===== config.mk =====
export PLATFORM = sky130hd
export DESIGN_NAME = pe_sequencer
export DESIGN_NICKNAME = d
export VERILOG_FILES = /design/src/rtl/pe_pkg.sv /design/src/rtl/pe_mac_acc.sv /design/src/rtl/pe_sequencer.sv
export SDC_FILE = /design/constraint.sdc
export NUM_CORES = 1
export LEC_CHECK = 0
export BUFFER_PORTS_ARGS = -buffer_cell sky130_fd_sc_hd__buf_2
export CAP_MARGIN = 20
export CORE_MARGIN = 2
export CORE_UTILIZATION = 35
export DETAILED_ROUTE_END_ITERATION = 16
export PLACE_DENSITY = 0.6
export SLEW_MARGIN = 20
export SYNTH_ARGS = -nofsm -noshare
export SYNTH_HDL_FRONTEND = slang
export SYNTH_SLANG_ARGS = --single-unit

===== constraint.sdc =====
create_clock -name clk -period 5.7 [get_ports clk]
set_input_delay 0.855 -clock clk [delete_from_list [all_inputs] [get_ports clk]]
set_output_delay 0.855 -clock clk [all_outputs]
set_load 0.05 [all_outputs]

===== src/rtl/pe_pkg.sv =====
// pe_pkg: shared definitions for the processing-element sequencer.
//   - DATA_W            : default datapath width (activations, weights, psums)
//   - IFMAP_AW          : ifmap scratchpad address width
//   - FILT_AW / PSUM_AW : filter and psum scratchpad address widths
//   - ST_* / pe_state_e : sequencer FSM state encoding
package pe_pkg;

    localparam int DATA_W   = 8;
    localparam int IFMAP_AW = 4;
    localparam int FILT_AW  = 6;
    localparam int PSUM_AW  = 6;

    localparam logic [1:0] ST_IDLE_C    = 2'd0;
    localparam logic [1:0] ST_LOAD_C    = 2'd1;
    localparam logic [1:0] ST_COMPUTE_C = 2'd2;
    localparam logic [1:0] ST_DRAIN_C   = 2'd3;

    typedef enum logic [1:0] {
        ST_IDLE    = ST_IDLE_C,
        ST_LOAD    = ST_LOAD_C,
        ST_COMPUTE = ST_COMPUTE_C,
        ST_DRAIN   = ST_DRAIN_C
    } pe_state_e;

endpackage


===== src/rtl/pe_mac_acc.sv =====
// pe_mac_acc: multiply-accumulate register with synchronous clear.
//   clk, rst   : clock, asynchronous active-low reset
//   clear      : load zero into the accumulator (wins over en)
//   en         : accumulate a*b into the register
//   a, b       : unsigned operands
//   acc        : registered accumulator value
//   sum        : acc + a*b, combinational (used to write a result without
//                waiting for the accumulator to update)
// Product and sum both wrap modulo 2^DATA_W.
module pe_mac_acc
    import pe_pkg::*;
#(
    parameter int DATA_W = pe_pkg::DATA_W
) (
    input  logic              clk,
    input  logic              rst,
    input  logic              clear,
    input  logic              en,
    input  logic [DATA_W-1:0] a,
    input  logic [DATA_W-1:0] b,
    output logic [DATA_W-1:0] acc,
    output logic [DATA_W-1:0] sum
);

    logic [DATA_W-1:0] prod;

    // Context width is DATA_W, so the product is truncated as intended.
    assign prod = a * b;
    assign sum  = acc + prod;

    always_ff @(posedge clk or negedge rst) begin
        if (!rst) begin
            acc <= '0;
        end else if (clear) begin
            acc <= '0;
        end else if (en) begin
            acc <= sum;
        end
    end

endmodule


===== src/rtl/pe_sequencer.sv =====
// pe_sequencer: row-stationary PE control. Loads an ifmap row (W words) and a
// filter row (S taps) into external scratchpads, computes the 1-D convolution
// into the psum scratchpad, then streams the W-S+1 results out.
// Ports:
//   clk, rst                        clock, asynchronous active-low reset
//   cfg_valid/cfg_ready/cfg_w/cfg_s job configuration; cfg_err pulses on a bad job
//   ifmap_* / filt_* (valid/ready)  load streams
//   ifmap_addr.. / filt_addr..      scratchpad strobes (read latency 1 cycle)
//   psum_addr..                     psum scratchpad strobes
//   psum_in_*                       external psum operand (PE_PSUM_ACC_EN only)
//   psum_out_*                      result stream; busy, done (pulse)
//   dbg_state                       current FSM state
// Build option: define PE_PSUM_ACC_EN to add psum_in_data to every result,
// stalling the write cycle until psum_in handshakes.
// Handshakes: a word moves on a rising edge where valid && ready are both high;
// a producer holding valid keeps its data stable until that edge.
module pe_sequencer
    import pe_pkg::*;
#(
    parameter int DATA_W      = pe_pkg::DATA_W,
    parameter int IFMAP_DEPTH = 16,
    parameter int FILT_DEPTH  = 64
) (
    input  logic                clk,
    input  logic                rst,
    input  logic                cfg_valid,
    output logic                cfg_ready,
    input  logic [4:0]          cfg_w,
    input  logic [3:0]          cfg_s,
    output logic                cfg_err,
    input  logic                ifmap_valid,
    output logic                ifmap_ready,
    input  logic [DATA_W-1:0]   ifmap_data,
    input  logic                filt_valid,
    output logic                filt_ready,
    input  logic [DATA_W-1:0]   filt_data,
    output logic [IFMAP_AW-1:0] ifmap_addr,
    output logic                ifmap_wr,
    output logic                ifmap_rd,
    output logic [DATA_W-1:0]   ifmap_wdata,
    input  logic [DATA_W-1:0]   ifmap_rdata,
    output logic [FILT_AW-1:0]  filt_addr,
    output logic                filt_wr,
    output logic                filt_rd,
    output logic [DATA_W-1:0]   filt_wdata,
    input  logic [DATA_W-1:0]   filt_rdata,
    output logic [PSUM_AW-1:0]  psum_addr,
    output logic                psum_wr,
    output logic                psum_rd,
    output logic [DATA_W-1:0]   psum_wdata,
    input  logic [DATA_W-1:0]   psum_rdata,
    input  logic                psum_in_valid,
    output logic                psum_in_ready,
    input  logic [DATA_W-1:0]   psum_in_data,
    output logic                psum_out_valid,
    input  logic                psum_out_ready,
    output logic [DATA_W-1:0]   psum_out_data,
    output logic                busy,
    output logic                done,
    output logic [1:0]          dbg_state
);

    localparam logic [4:0] MAX_W = 5'(IFMAP_DEPTH);
    localparam logic [6:0] MAX_S = 7'(FILT_DEPTH);

    pe_state_e   state;
    logic        rst_done;      // holds cfg_ready low until the first edge after reset
    logic [4:0]  w_q;
    logic [3:0]  s_q;
    logic [4:0]  icnt, fcnt;    // words accepted per load stream
    logic [3:0]  j, k;          // output index, tap index (k == s_q: write cycle)
    logic        tap_pend;      // a tap read was issued last cycle
    logic [3:0]  didx;          // drain read index
    logic        dpend;         // drain read outstanding

    logic        in_load, in_comp, in_drain;
    logic        ifmap_fire, filt_fire;
    logic        rd_phase, wr_phase, wr_fire;
    logic        cfg_ok, out_last, drain_last, drain_issue;
    logic [4:0]  last_j;
    logic [DATA_W-1:0] mac_acc, mac_sum, wr_add, wr_val;

    assign in_load  = (state == ST_LOAD);
    assign in_comp  = (state == ST_COMPUTE);
    assign in_drain = (state == ST_DRAIN);
    assign busy      = (state != ST_IDLE);
    assign cfg_ready = rst_done && (state == ST_IDLE);
    assign dbg_state = state;

    assign cfg_ok = (cfg_s != 4'd0) && ({1'b0, cfg_s} <= cfg_w) &&
                    (cfg_w <= MAX_W) && ({3'b0, cfg_s} <= MAX_S);

    assign ifmap_ready = in_load && (icnt < w_q);
    assign filt_ready  = in_load && (fcnt < {1'b0, s_q});
    assign ifmap_fire  = ifmap_valid && ifmap_ready;
    assign filt_fire   = filt_valid && filt_ready;

    assign last_j     = w_q - {1'b0, s_q};
    assign rd_phase   = in_comp && (k < s_q);
    assign wr_phase   = in_comp && (k == s_q);
    assign out_last   = ({1'b0, j} == last_j);
    assign drain_last = ({1'b0, didx} == last_j);
    assign drain_issue = in_drain && !psum_out_valid && !dpend;

`ifdef PE_PSUM_ACC_EN
    assign psum_in_ready = wr_phase;
    assign wr_fire       = wr_phase && psum_in_valid;
    assign wr_add        = psum_in_data;
`else
    logic unused_psum_in;
    assign unused_psum_in = ^{psum_in_valid, psum_in_data};
    assign psum_in_ready  = 1'b0;
    assign wr_fire        = wr_phase;
    assign wr_add         = '0;
`endif

    // The last tap's data arrives in the write cycle itself, so the first
    // write cycle uses the combinational sum; stalled cycles after it see the
    // accumulator, which has absorbed that tap by then.
    assign wr_val = (tap_pend ? mac_sum : mac_acc) + wr_add;

    pe_mac_acc #(.DATA_W(DATA_W)) u_mac (
        .clk   (clk),
        .rst   (rst),
        .clear (rd_phase && (k == 4'd0)),
        .en    (tap_pend),
        .a     (ifmap_rdata),
        .b     (filt_rdata),
        .acc   (mac_acc),
        .sum   (mac_sum)
    );

    always_comb begin
        ifmap_addr  = '0;
        filt_addr   = '0;
        psum_addr   = '0;
        if (in_load) begin
            ifmap_addr = icnt[3:0];
            filt_addr  = {2'b0, fcnt[3:0]};
        end else if (rd_phase) begin
            ifmap_addr = j + k;
            filt_addr  = {2'b0, k};
        end
        if (wr_phase) begin
            psum_addr = {2'b0, j};
        end else if (drain_issue) begin
            psum_addr = {2'b0, didx};
        end
        ifmap_wr    = ifmap_fire;
        ifmap_wdata = ifmap_fire ? ifmap_data : '0;
        ifmap_rd    = rd_phase;
        filt_wr     = filt_fire;
        filt_wdata  = filt_fire ? filt_data : '0;
        filt_rd     = rd_phase;
        psum_wr     = wr_fire;
        psum_wdata  = wr_fire ? wr_val : '0;
        psum_rd     = drain_issue;
    end

    always_ff @(posedge clk or negedge rst) begin
        if (!rst) begin
            state          <= ST_IDLE;
            rst_done       <= 1'b0;
            w_q            <= '0;
            s_q            <= '0;
            icnt           <= '0;
            fcnt           <= '0;
            j              <= '0;
            k              <= '0;
            tap_pend       <= 1'b0;
            didx           <= '0;
            dpend          <= 1'b0;
            psum_out_valid <= 1'b0;
            psum_out_data  <= '0;
            done           <= 1'b0;
            cfg_err        <= 1'b0;
        end else begin
            rst_done <= 1'b1;
            done     <= 1'b0;
            cfg_err  <= 1'b0;
            tap_pend <= rd_phase;
            case (state)
                ST_IDLE: begin
                    if (cfg_valid && cfg_ready) begin
                        if (cfg_ok) begin
                            w_q   <= cfg_w;
                            s_q   <= cfg_s;
                            icnt  <= '0;
                            fcnt  <= '0;
                            state <= ST_LOAD;
                        end else begin
                            cfg_err <= 1'b1;
                        end
                    end
                end
                ST_LOAD: begin
                    if (ifmap_fire) icnt <= icnt + 5'd1;
                    if (filt_fire)  fcnt <= fcnt + 5'd1;
                    if ((icnt == w_q) && (fcnt == {1'b0, s_q})) begin
                        j     <= '0;
                        k     <= '0;
                        state <= ST_COMPUTE;
                    end
                end
                ST_COMPUTE: begin
                    if (rd_phase) begin
                        k <= k + 4'd1;
                    end else if (wr_fire) begin
                        if (out_last) begin
                            didx  <= '0;
                            dpend <= 1'b0;
                            state <= ST_DRAIN;
                        end else begin
                            j <= j + 4'd1;
                            k <= '0;
                        end
                    end
                end
                ST_DRAIN: begin
                    if (drain_issue) dpend <= 1'b1;
                    if (dpend) begin
                        psum_out_data  <= psum_rdata;
                        psum_out_valid <= 1'b1;
                        dpend          <= 1'b0;
                    end
                    if (psum_out_valid && psum_out_ready) begin
                        psum_out_valid <= 1'b0;
                        if (drain_last) begin
                            done  <= 1'b1;
                            state <= ST_IDLE;
                        end else begin
                            didx <= didx + 4'd1;
                        end
                    end
                end
                default: state <= ST_IDLE;
            endcase
        end
    end

endmodule


; Word level (Yosys, flattened, before mapping)
; Index checks and enable logic that the tools add are counted.
[word_totals]
inputBits = 64
latchBits = 0
ram_bits = 0
regBits = 55
n_memories = 0
rom_bits = 0
[classes]
div_mod_pow = 0
magnitude_cmp = 6
muxes = 55
bitwise_logic = 0
reduce_logical = 36
multipliers = 1
add_sub_neg = 8
eq_ne = 22
shift = 0
[op_table]
columns = cell, count
row1 = $mux 4, 18
row2 = $mux 8, 5
row3 = $pmux 4 s2, 3
row4 = $mux 5, 4
row5 = $pmux 5 s2, 2
row6 = $logic_and 1x1->1, 16
row7 = $mux 2, 8
row8 = $ne 2x1->1 const B, 8
row9 = $reduce_and 4->1, 4
row10 = $mux 1, 13
row11 = $add 4x1->4 const B, 3
row12 = $add 5x1->5 const B, 2
row13 = $eq 4x5->1, 2
row14 = $reduce_bool 2->1, 5
row15 = $add 8x8->8, 1
row16 = $mul 8x8->8, 1
row17 = $ne 2x2->1 const B, 4
row18 = $pmux 2 s4, 1
row19 = $reduce_and 8->1, 1
row20 = $le 4x7->1 const B, 1
row21 = $reduce_and 6->1, 1
row22 = $eq 5x4->1, 1
row23 = $eq 5x5->1, 1
row24 = $le 4x5->1, 1
row25 = other kinds (19), 22

; Depth between registers and ports, before layout
; Gate-level depths: netlist of the first run.
[logic_depth]
ltp_word = 7
mapped_depth = 16

; Cells and area by module
; A second synthesis of the first run with hierarchy kept.
[unflattened]
cells_unflattened = 539
hier_area_um2 = 4864.7
[modules_own_cells]
columns = module, area_per_inst_um2, cells_each, n_inst
row1 = pe_sequencer, 3492.1, 391, 1
row2 = pe_mac_acc, 1372.6, 148, 1

; Least setup slack after synthesis of the first run
; OpenSTA, ideal clock, no wires.
[synth_timing]
path_kind = in2out
start = in filt_rdata[1]
end = out psum_wdata[7]
path_slack_ns = -0.283
arrival_ns = 5.128
n_path_buf = 0
stages = 15
path_cell_list = nand2_1 fa_1 inv_1 fa_1 ha_1 inv_1 fa_1 inv_1 fa_1 a21o_1 a21oi_1 xnor3_1 xnor3_1 a21o_1 nor2_1
[synth_between]
elab_chain_cells = 4
[synth_lines]
columns = element, line
row1 = "start, declared", pe_sequencer.sv:46  ; input logic [DATA_W-1:0] filt_rdata,
row2 = $mul 8x8->8, pe_mac_acc.sv:28  ; assign prod = a * b;
row3 = $add 8x8->8, pe_mac_acc.sv:29  ; assign sum = acc + prod;
row4 = $mux 8, --
row5 = $mux 8, pe_sequencer.sv:156  ; psum_wdata = wr_fire ? wr_val : '0;
row6 = "end, declared", pe_sequencer.sv:50  ; output logic [DATA_W-1:0] psum_wdata,
; No other way between the ends.

; Worst setup path in the final report of the first run
; Ends and elaborated chain as after synthesis.

==> results.cfg, run 1 <==
[placement]
gp_congestion = 0.873
dp_hpwl_mm = 10.1
io_buffers = 113
placed_area_um2 = 5810
dp.cells = 853

[logic_synthesis]
ys_warn_count = 0
async_flop_share_pct = 100
synthAdderAreaFrac_pct = 21.1
synthTopCellsByArea = dfrtp_1 (28%), ha_1 (13%), fa_1 (8.0%)
syn-instance-count = 559
netlist_area_um2 = 4980
yosys.area_share.simple_pct = 18.6
synth_top_area_share_pct = 27.7
synth_xor_area_share_pct = 6.19
synth_edf_count = 0
synth_top_area_cell = dfrtp_1
synth_cell_types = 63
yosysSeqAreaShare_pct = 27.7
avgSynthCellArea_um2 = 8.90
synth_compound_area_share_pct = 13.7
muxShareOfSynthArea_pct = 5.53
synth_top_family_by_area = adder cells
ys_ff_latch = 55
synth_ff_type = dfrtp_1

[clock_tree]
clockBufferDepth = 2
clkLatencyLatePin_ns = 0.31
htreeDepth = 2
cts_setup_buffers = 0
cts_tree = built
clkTransAtPathRegs_ns = 0.07
numCtsBuffers = 5
cts-root-buf = clkbuf_16
clock-sinks = 55
hold_buffers = 0

[drt]
drtPass1Iterations = 7
vias_per_cell = 5.07
initialDrtViolationCount = 225
route.detailed.drc = 0
ant_nets = 0
wirelength_mm = 12.6
wl_per_cell_um = 14.7
vias = 4358

[layout]
postLayoutCoreUtil_pct = 43.1
num-nets-final = 816
drive_gt1_share_pct = 23.1
fin_area_um2 = 5980
stdcell_count = 859
regArea_um2 = 1380
diodes = 0
nFillCells = 1401
area_growth_pct = 20.2
multiInputGateArea_um2 = 3290

[sta]
rsz0062_at_grt = no
finalSetupViolations = 0
skew_ns = 0.00654
min_period_over_period_pct = 96.0
slew_headroom_pct = 35.7
min_period_ns = 5.47
worst_pin_slew_ns = 0.961
slew_viol_final = 0
timing.fmax_ghz = 0.183
final.setup.tns_ns = 0
hold_violations = 0

[worst_hold_path]
hp-class = reg2reg
whs_path_depth = 1

[run_status]
outcome = finished clean

[setup_path]
path_class = in2out
reg2reg_slack_ns = 1.79
arrival_ns = 4.62
reg2reg_depth = 15
crit_path_end_kind = primary output
critPathMaxFanout = 5
critPathRequiredTime_ns = 4.85
start_kind = primary input

[global_route]
grt_pass1_vias = 4446
antenna_found_initial = 0
grt_pass1_wl_mm = 20.8
grt_use_total_pct = 17.4
grt_max_degree = 56
grt_overflow_total = 0

[run]
drv_cap = 0

[power_and_ir_drop]
ir_drop_uv = 306
power_switching_share_pct = 53.4
seqPwrFrac_pct = 20.1
p_int_mw = 1.65
leakage_nw = 3.10
finalPower_mw = 3.54
p_per_area_nw_per_um2 = 592
p_switching_mw = 1.89
combPwrFrac_pct = 71.4
p_clk_share_pct = 8.5

[floorplan]
die_y_um = 123
num_rows = 43
die_x_um = 123
die_area_um2 = 15200
design.core.area_um2 = 13900
ios = 128
initial_core_util_pct = 35.8
## worst paths after layout
check	from	to
min reg2reg	psum_out_data[0]$_DFFE_PN0P_	psum_out_data[0]$_DFFE_PN0P_
max	filt_rdata[1]	psum_wdata[7]
max reg2reg	u_mac.acc[4]$_DFF_PN0_	u_mac.acc[7]$_DFF_PN0_
min in group asynchronous	rst	done$_DFF_PN0_
min	psum_out_data[0]$_DFFE_PN0P_	psum_out_data[0]$_DFFE_PN0P_
max in group asynchronous	rst	s_q[2]$_DFFE_PN0P_
## worst max-delay path, stage by stage
cell and delay (ns):
buf_4 0.10, buf_4 0.11, nand2_1 0.07, fa_1 0.51, inv_1 0.05, fa_1 0.45
ha_1 0.29, inv_1 0.05, fa_1 0.53, inv_1 0.04, ha_1 0.30, a21o_1 0.21
a21oi_2 0.15, xnor3_1 0.23, xnor3_1 0.18, a21o_1 0.22, nor2_4 0.10, buf_8 0.16
## registers in the layout, indices dropped and copies added, names as in the netlist, 2 cells and up
name	flops
psum_out_data	8
u_mac.acc	8
fcnt	5
icnt	5
w_q	5
didx	4
j	4
k	4
s_q	4
dbg_state	2
## synth_stat cells (all sizes together), types with 3 or more instances
master / n
nand3: 15
or3: 4
nand4: 7
o211ai: 4
a2bb2oi: 3
nor2b: 3
mux2: 12
nor2: 32
buf: 7
and3: 4
o21ai: 30
and4: 3
fa: 20
nand2: 75
a21oi: 16
xor2: 6
clkbuf: 12
a21o: 9
o21a: 3
ha: 52
nor3: 6
a31oi: 3
xnor3: 4
o31ai: 6
and2: 28
dfrtp: 55
inv: 68
mux2i: 14
xnor2: 18
## placed cells by master (no fill, tap or decap), types with 7 or more instances in the layout
master and count:
a21o_1 9, a21oi_1 14, and2_1 28, buf_2 110, buf_4 18, dfrtp_1 55, fa_1 19, ha_1 51
inv_1 68, mux2_2 11, mux2i_1 14, nand2_1 75, nand3_1 15, nand4_1 7, nor2_1 30, o21ai_0 30
xnor2_1 17
## power groups by stage
stage               Combinational, mW  Clock (mW)  Sequential (mW)
finish                           2.53       0.301            0.712
global route                     2.81       0.325            0.736
CTS                              2.54       0.310            0.711
detailed placement               2.51           0            0.718
global placement                 2.46           0            0.710
floorplan                        1.83           0            0.796
## repair_timing
item                                    CTS  global route
gates resized for setup                   6             2
endpoints found under the setup margin    1             1
pin swaps                                 3             3
## area by class of cell
| cell class | count | area share, % |
|---|---|---|
| flip-flops and latches | 55 | 23.0 |
| clock buffers | 6 | 2.16 |
| inverters | 69 | 4.33 |
| multi-input cells | 420 | 55.0 |
| repair buffers | 129 | 11.7 |
| well taps | 180 | 3.77 |
## logic make-up after synthesis
group,after synthesis
AND/OR/NAND/NOR,188
AO/OA/AOI/OAI,100
buffers and inverters,88
adder cells (fa/ha/maj),72
flip-flops,55
XOR/XNOR,28
multiplexers,26
other,2
## layer usage
metal	wire length [um]	global-route usage, %	up-vias
li1	-	-	2134
met1	5540	21.8	2068
met2	6130	30.2	138
met3	736	3.23	18
met4	222	5.68	0
met5	0	0	-
## metrics by stage
step           setup slack (ns)  hold WS, ns
2_1_floorplan            0.0753        0.477
3_3_place_gp             -0.363        0.485
3_5_place_dp             -0.385        0.490
4_1_cts                  0.0117        0.506
5_1_grt                  0.0312        0.512
6_report                  0.228        0.502
Note: power is estimated with default switching activity, not from simulation.
==> inputs of run 2 (changes only) <==
- CORE_MARGIN: 2 -> default
==> run 2 against run 1 <==
Net effect: clock power rose by 6%; worst setup slack about the same; highest routed layer unchanged; via count fell by 0.18%; power grew 0.90%; global-route usage grew 0.20 points; utilization grew 0.20 points; count of clock-buffer cells in the layout is the same; critical path type unchanged; largest power group unchanged; non-clock buffer count down 1.
==> results.cfg, run 2 (synthesis results as in run 1) <==
[layout]
layout_common_cells = buf_2 (111), nand2_1 (75), inv_1 (68)
stdcell_count = 859
num-nets-final = 815
diodes = 0
area_growth_pct = 20.7
drive_gt1_share_pct = 23.6
fin_area_um2 = 6010
postLayoutCoreUtil_pct = 43.3
reg.largest.list = psum_out_data: 8 flops, u_mac.acc: 8 flops
final_common_cell = buf_2

[setup_path]
reg2reg_depth = 15
path_class = in2out
reg2reg_slack_ns = 1.79
crit_path_end_kind = primary output
crit_family = adder cells
reg2reg_to = u_mac.acc[7]$_DFF_PN0_
start_kind = primary input
critical_path_buf_inv_count = 6
cp_slowest_cell = fa_1
critPathRequiredTime_ns = 4.85
arrival_ns = 4.62
cpPeakStageDelay_ns = 0.53
r2r-start = u_mac.acc[4]$_DFF_PN0_
critPathMaxFanout = 5
path_cells = buf_2 > buf_4 > nand2_1 > fa_1 > inv_1 > fa_1 > ha_1 > inv_1 > fa_1 > inv_1 > ha_4 > a21o_1 > a21oi_4 > xnor3_1 > xnor3_1 > a21o_1 > nor2_4 > buf_8

[sta]
hold_violations = 0
slew_headroom_pct = 31.1
fin_ws_ns = 0.228
rsz0062_at_grt = no
hold_slack_ns = 0.502
final.setup.tns_ns = 0
finalSetupViolations = 0
timing.fmax_ghz = 0.183
worst_pin_slew_ns = 1.03
skew_ns = 0.00629
min_period_over_period_pct = 96.0
min_period_ns = 5.47
slew_viol_final = 0

[floorplan]
die_x_um = 121
design.core.area_um2 = 13900
num_rows = 43
die_y_um = 121
initial_core_util_pct = 35.8
die_area_um2 = 14700
ios = 128

[clock_tree]
clock-sinks = 55
clkLatencyLatePin_ns = 0.31
clkTransAtPathRegs_ns = 0.07
cts-root-buf = clkbuf_16
numCtsBuffers = 5
cts_setup_buffers = 0
cts_tree = built
hold_buffers = 0
htreeDepth = 2
clockBufferDepth = 2

[global_route]
grt_overflow_total = 0
grt_max_degree = 56
grt_pass1_vias = 4357
grt_pass1_wl_mm = 20.4
grt_use_total_pct = 17.6
antenna_found_initial = 0

[power_and_ir_drop]
leakage_nw = 3.10
finalPower_mw = 3.57
ir_drop_uv = 257
p_per_area_nw_per_um2 = 594

[drt]
wirelength_mm = 12.3
initialDrtViolationCount = 186
vias_per_cell = 5.06
ant_nets = 0
drtPass1Iterations = 5
route.detailed.drc = 0
vias = 4350
wl_per_cell_um = 14.3

[run_status]
outcome = finished clean

[placement]
dp_hpwl_mm = 9.88
gp_congestion = 0.850
dp.cells = 852
dpl_worst_slack_ns = -0.418
placed_area_um2 = 5810
io_buffers = 113

[worst_hold_path]
worstHoldEndpoint = psum_out_data[5]$_DFFE_PN0P_
min_from = psum_out_data[5]$_DFFE_PN0P_
hp-class = reg2reg
whs_path_depth = 1

[run]
drv_cap = 0
==> run 2: final cells by class <==
class / count / area (um2)
clock buffer: 6 / 139
clock inverter: 1 / 5.00
fill: 1404 / 7870
inverter: 69 / 259
multi-input combinational: 420 / 3310
sequential: 55 / 1380
tap: 180 / 225
timing repair buffer: 128 / 691
==> run 2: power by group <==
part	switching [mW]	leakage (nW)	total, mW	internal [mW]
logic	1.59	2.34	2.54	0.953
registers	0.164	0.691	0.709	0.545
clock network	0.148	0.0727	0.320	0.172
==> run 2: how the worst max path moves through the flow <==
stage                   from             to  cells after the start
3_5_place_dp   filt_rdata[0]  psum_wdata[7]                     17
3_3_place_gp   filt_rdata[1]  psum_wdata[7]                     17
6_report       filt_rdata[1]  psum_wdata[7]                     18
5_1_grt        filt_rdata[1]  psum_wdata[7]                     18
2_1_floorplan  filt_rdata[1]  psum_wdata[7]                     15
4_1_cts        filt_rdata[0]  psum_wdata[7]                     17
==> run 2: layer usage <==
| metal | track usage [%] | wire (um) | vias to the layer above |
|---|---|---|---|
| li1 | - | - | 2131 |
| met1 | 22.0 | 5390 | 2102 |
| met2 | 30.7 | 6170 | 104 |
| met3 | 3.05 | 493 | 13 |
| met4 | 5.63 | 205 | 0 |
| met5 | 0 | 0 | - |
==> run 2: what timing repair did <==
item,in CTS,in global routing
gates resized for setup,6,4
pin swaps,4,6
endpoints found under the setup margin,1,1
==> run 2: worst reg2reg max path, delay by kind of cell, from the launching register on <==
kind            cells  cell delay [ns]
simple gates        1             0.05
compound gates      3             0.54
fa+ha+maj           5             2.14
flops               1             0.36
xor+xnor            2             0.43
buf+inv             4             0.24
